--- config.mk ---
export PLATFORM = sky130hd
export DESIGN_NAME = ldtu_gain_mode_ctrl
export DESIGN_NICKNAME = d
export VERILOG_FILES = /design/src/rtl/ldtu_pkg.sv /design/src/rtl/ldtu_sat_counter.sv /design/src/rtl/ldtu_gain_mode_ctrl.sv
export SDC_FILE = /design/constraint.sdc
export NUM_CORES = 1
export LEC_CHECK = 0
export ABC_AREA = 1
export BUFFER_PORTS_ARGS = -buffer_cell sky130_fd_sc_hd__buf_4
export CORE_AREA = 2 2 69 71
export CTS_BUF_LIST = sky130_fd_sc_hd__clkbuf_4
export DETAILED_ROUTE_END_ITERATION = 12
export DIE_AREA = 0 0 71 73
export GPL_ROUTABILITY_DRIVEN = 0
export HOLD_SLACK_MARGIN = 0.05
export PLACE_DENSITY_LB_ADDON = 0.05
export SLEW_MARGIN = 20
export SYNTH_ARGS = -nofsm -noshare
export SYNTH_HDL_FRONTEND = slang
export SYNTH_HIERARCHICAL = 1
export SYNTH_SLANG_ARGS = --single-unit
--- constraint.sdc ---
create_clock -name CLK -period 1.9 [get_ports CLK]
set_input_delay 0.57 -clock CLK [delete_from_list [all_inputs] [get_ports CLK]]
set_output_delay 0.57 -clock CLK [all_outputs]
set_load 0.01 [all_outputs]
--- src/rtl/ldtu_pkg.sv ---
// Shared definitions for the LiTe-DTU gain-selection control path:
// mode encodings, controller FSM states and FIFO geometry constants.
package ldtu_pkg;

    localparam logic [1:0] MODE_WIN8  = 2'b00;
    localparam logic [1:0] MODE_WIN16 = 2'b01;
    localparam logic [1:0] MODE_G10   = 2'b10;
    localparam logic [1:0] MODE_G1    = 2'b11;

    // Read/write pointer distance of the iFIFO; added to every window flush.
    localparam int PTR_DIST  = 2;
    localparam int WIN8_LEN  = 8;
    localparam int WIN16_LEN = 16;

    typedef enum logic [1:0] {
        ST_IDLE,
        ST_WAIT_QUIET,
        ST_APPLY,
        ST_FLUSH
    } state_t;

    function automatic logic is_long_window(input logic [1:0] mode);
        return mode == MODE_WIN16;
    endfunction

endpackage

--- src/rtl/ldtu_sat_counter.sv ---
// Saturating up-counter: counts inc pulses and holds at all-ones.
module ldtu_sat_counter #(
    parameter int W = 8
) (
    input  logic         CLK,
    input  logic         rst_b,
    input  logic         inc,
    output logic [W-1:0] count
);

    always_ff @(posedge CLK or negedge rst_b) begin
        if (!rst_b) begin
            count <= '0;
        end else if (inc && (count != '1)) begin
            count <= count + W'(1);
        end
    end

endmodule

--- src/rtl/ldtu_gain_mode_ctrl.sv ---
// Run-time GAIN_SEL_MODE controller: defers mode changes past active gain-x1 windows,
// masks the iFIFO output while it flushes. Forced-switch timeout under LDTU_MODE_TIMEOUT_EN.
module ldtu_gain_mode_ctrl
    import ldtu_pkg::*;
#(
    parameter logic [1:0] RESET_MODE  = MODE_WIN8,
    parameter int         FLUSH_SHORT = WIN8_LEN + PTR_DIST,
    parameter int         FLUSH_LONG  = WIN16_LEN + PTR_DIST,
    parameter int         TIMEOUT     = 255,
    parameter int         CNT_W       = 8
) (
    input  logic             CLK,
    input  logic             rst_b,
    input  logic [1:0]       mode_req,
    input  logic             mode_req_valid,
    output logic             mode_req_ready,
    input  logic             win_busy,
    input  logic             err_clr,
    output logic [1:0]       GAIN_SEL_MODE,
    output logic             data_valid,
    output logic             mode_ack,
    output logic             timeout_flag,
    output logic [CNT_W-1:0] switch_cnt
);

    localparam logic [CNT_W-1:0] FLUSH_SHORT_C = CNT_W'(FLUSH_SHORT);
    localparam logic [CNT_W-1:0] FLUSH_LONG_C  = CNT_W'(FLUSH_LONG);
    localparam logic [CNT_W-1:0] RESET_FLUSH   =
        is_long_window(RESET_MODE) ? FLUSH_LONG_C : FLUSH_SHORT_C;

    state_t           state;
    logic [1:0]       pending;
    logic [CNT_W-1:0] flush_cnt;
    logic             post_reset;

`ifdef LDTU_MODE_TIMEOUT_EN
    localparam logic [CNT_W-1:0] TIMEOUT_C = CNT_W'(TIMEOUT);
    logic [CNT_W-1:0] to_cnt;
`else
    wire unused_timeout_cfg = err_clr | (TIMEOUT == 0);
    assign timeout_flag = 1'b0;
`endif

    always_ff @(posedge CLK or negedge rst_b) begin
        if (!rst_b) begin
            state          <= ST_FLUSH;
            pending        <= RESET_MODE;
            flush_cnt      <= RESET_FLUSH;
            post_reset     <= 1'b1;
            GAIN_SEL_MODE  <= RESET_MODE;
            data_valid     <= 1'b0;
            mode_ack       <= 1'b0;
            mode_req_ready <= 1'b0;
`ifdef LDTU_MODE_TIMEOUT_EN
            to_cnt         <= '0;
            timeout_flag   <= 1'b0;
`endif
        end else begin
            // NOTE: non-blocking defaults at the top of a clocked block are overridden by
            // any later assignment in the same edge; that gives single-cycle pulses and
            // lets a timeout set beat err_clr without extra priority logic.
            mode_ack <= 1'b0;
`ifdef LDTU_MODE_TIMEOUT_EN
            if (err_clr) begin
                timeout_flag <= 1'b0;
            end
`endif
            unique case (state)
                ST_IDLE: begin
                    if (mode_req_valid) begin
                        if (mode_req == GAIN_SEL_MODE) begin
                            mode_ack <= 1'b1;
                        end else begin
                            pending        <= mode_req;
                            mode_req_ready <= 1'b0;
                            state          <= ST_WAIT_QUIET;
`ifdef LDTU_MODE_TIMEOUT_EN
                            to_cnt         <= '0;
`endif
                        end
                    end
                end

                ST_WAIT_QUIET: begin
                    if (!win_busy) begin
                        state <= ST_APPLY;
`ifdef LDTU_MODE_TIMEOUT_EN
                    end else if (to_cnt == TIMEOUT_C) begin
                        timeout_flag <= 1'b1;
                        state        <= ST_APPLY;
                    end else begin
                        to_cnt <= to_cnt + CNT_W'(1);
`endif
                    end
                end

                ST_APPLY: begin
                    GAIN_SEL_MODE <= pending;
                    data_valid    <= 1'b0;
                    flush_cnt     <= is_long_window(pending) ? FLUSH_LONG_C : FLUSH_SHORT_C;
                    state         <= ST_FLUSH;
                end

                ST_FLUSH: begin
                    // The reset flush completes silently: nobody asked for it.
                    if (flush_cnt == CNT_W'(1)) begin
                        mode_ack       <= ~post_reset;
                        post_reset     <= 1'b0;
                        data_valid     <= 1'b1;
                        mode_req_ready <= 1'b1;
                        state          <= ST_IDLE;
                    end else begin
                        flush_cnt <= flush_cnt - CNT_W'(1);
                    end
                end

                default: state <= ST_FLUSH;
            endcase
        end
    end

    ldtu_sat_counter #(
        .W (CNT_W)
    ) u_switch_cnt (
        .CLK   (CLK),
        .rst_b (rst_b),
        .inc   (state == ST_APPLY),
        .count (switch_cnt)
    );

endmodule

==> results.md <==
* Required time of the critical path at 2140 ps
* Setup Viol. Count Final at 0
* Period minus WS final at 1655 ps
* Crit Path Class: reg2reg
* Residual DRC count at 0
* Pwr dens at 1491 mW/mm^2
* Vias in the first global route at 1,199
* Cell count after synthesis at 194
* Worst-path clk slew at 160 ps
* Placed cell area at 0.001720 sq mm
* Outcome: completed
* MaxCap Viol Count at 0
* Fin crit share at 87.11%
* Sequential share of the synthesized area at 43.28%
* Core area at 0.004536 sq mm
* Leak at 0.9076 nW
* Number of hold buffers added after CTS at 0
* First-pass GRT wire length at 5395 microns
* HPWL Detailed at 2330 microns
* Area grow syn2layout at 16.82%
* # fillers at 473
* Mapped cell area at 0.001518 sq mm
* CP endpoint kind: flip-flop
* Port Buffers at 18
* Clock Tree Root: clkbuf_4
* Starting Density at 33.46%
* Fmax at 604.2 MHz
* Cell repeated most along the worst path: nand2_1
* Synth Net Count at 209
* Antenna Cells at 0
* Total GRT Usage at 13.02%
* Data arrival, critical path at 1900 ps
* CP startpoint kind: flip-flop
* Final antenna-violating net count at 0
* Max-slew violations at 0
* Final Hold Viols at 0
* Crit path cell chain: ha_1, buf_4, nand2_1, nor2_2, nand3_1, nand2_1, nand2_1
* Chip height at 73 microns
* CP max stage cell: dfstp_2
* # resized after CTS at 0
* Postcts setup bufs at 0
* #FFs+latches synth at 26
* Post-synth top area cell: dfrtp_1
* GR Overflow Total at 0
* Max clock buf depth at 2
* Worst clock skew at 12.62 ps
* Top cells by area, synth: dfrtp_1 (35%), nand2_1 (18%), dfstp_2 (8.7%)
* Final Power at 2.644 mW
* Setup TNS at 0 ps
* Synthesized area per cell at 7.823 sq um
* CP max stage delay at 590 ps
* CTS tree: built
* DR WL/cell at 11.28 microns
* Final net count at 232
* CP Max Fanout at 7
* Peak VDD IR at 0.5690 mV
* Reg2reg setup slack at 250 ps
* TritonRoute pass-1 iters at 4
* Worst Hold Slack at 121.4 ps
* Clock insertion delay at the later pin of the skew report at 330 ps
* Commonest non-fill, non-tap cell in the layout: nand2_1
* Worst Hold Class: in2async
* Die footprint at 0.005183 sq mm
* Highest-count cells in the layout ignoring fill and taps: nand2_1 (71), dfrtp_1 (21), buf_4 (19), inv_1 (18), nor2_1 (13)
* Initial DRC count at 29
* DR vias at 1,275
* Unrepaired setup endpoints after global routing: no
* Finished Cell Area at 0.001773 sq mm
* Num CTS Buffers at 3
* Row cnt at 25
* Final core occ at 39.09%
* Vias per cell at 4.722
* Routed WL at 3046 microns
* Unique masters post-synth at 31
* Synth warnings at 6
* Initial antenna violation count at 0
* Share of cells above drive strength 1 at 21.76%
* Die X-Extent at 71 microns
* Clk sinks at 26
* Largest net degree at the start of global routing at 27
* IO Pins at 21
* Synth top area share at 34.62%
* # H-tree levels at 1
## final cells by class
class	count	area [sq um]	area share [%]
Timing Repair Buffer	19	142.6	8.045
Multi-Input combinational cell	144	764.5	43.12
Sequential cell	26	656.9	37.05
Clock buffer	3	22.52	1.270
Clock inverter	1	30.03	1.694
Tap cell	54	67.56	3.811
Inverter	23	88.84	5.011
## cell families after synthesis
group                    after synthesis  share of synthesized area (%)
other                                  1                         0.2471
AND/OR/NAND/NOR                      116                          35.20
buffers and inverters                 24                          6.348
adder cells (fa/ha/maj)                8                          6.595
XOR/XNOR                               3                          1.732
flip-flops                            26                          43.28
AO/OA/AOI/OAI                         16                          6.595
## synthesized netlist by cell type, drive strengths merged
cell type,number
a21oi,3
buf,1
conb,1
dfrtp,21
dfstp,5
ha,8
inv,23
nand2,76
nand3,11
nand3b,1
nand4,4
nor2,18
nor3,3
nor3b,1
o211ai,1
o21a,2
o21ai,9
o22ai,1
or2,2
xnor2,2
xor2,1
## stage by stage
stage               std cells  worst slack [ps]
finish                    270             245.0
global route              270             134.5
CTS                       270             219.4
detailed placement        266             242.6
global placement          266             275.4
floorplan                 194             422.7
## power by group
group          leakage, nW  total [mW]  internal (mW)  switching, mW
Sequential           0.329       0.987          0.784          0.203
Clock               0.0279       0.390          0.213          0.177
Combinational        0.551        1.27          0.511          0.756
Total                0.908        2.64           1.51           1.14
## registers in the layout (all words and copies together) (netlist names)
| signal | flops |
|---|---|
| u_switch_cnt/count | 8 |
| pending | 2 |
| mode_req_ready | 1 |
| mode_ack | 1 |
| state | 2 |
| post_reset | 1 |
| flush_cnt | 8 |
| data_valid | 1 |
| GAIN_SEL_MODE | 2 |
## path summary, 6_finish.rpt
check                            start                     to  depth (start not counted)
max                           state[1]  u_switch_cnt/count[7]                          7
min                              rst_b  u_switch_cnt/count[7]                          1
max reg2reg                   state[1]  u_switch_cnt/count[7]                          7
min reg2reg                 post_reset             post_reset                          2
max in group asynchronous        rst_b               state[1]                          1
min in group CLK           mode_req[1]             pending[1]                          3
## routing by layer
| metal | GRT usage [%] | up-vias | share of wire [%] |
|---|---|---|---|
| met4 | 5.031 | 0 | 0.79 |
| li1 | - | 655 | - |
| met5 | 0 | - | 0 |
| met2 | 21.39 | 15 | 48 |
| met1 | 17.37 | 603 | 48 |
| met3 | 1.934 | 2 | 3.3 |
## worst max-delay path: cells and delay by family (launching register included)
family / cells / cell delay [ps]
adders and majority gates: 1 / 310
buffers and inverters: 1 / 210
DFF: 1 / 590
and+or+nand+nor: 5 / 450
No activity file was read; power rests on OpenSTA's default activity.
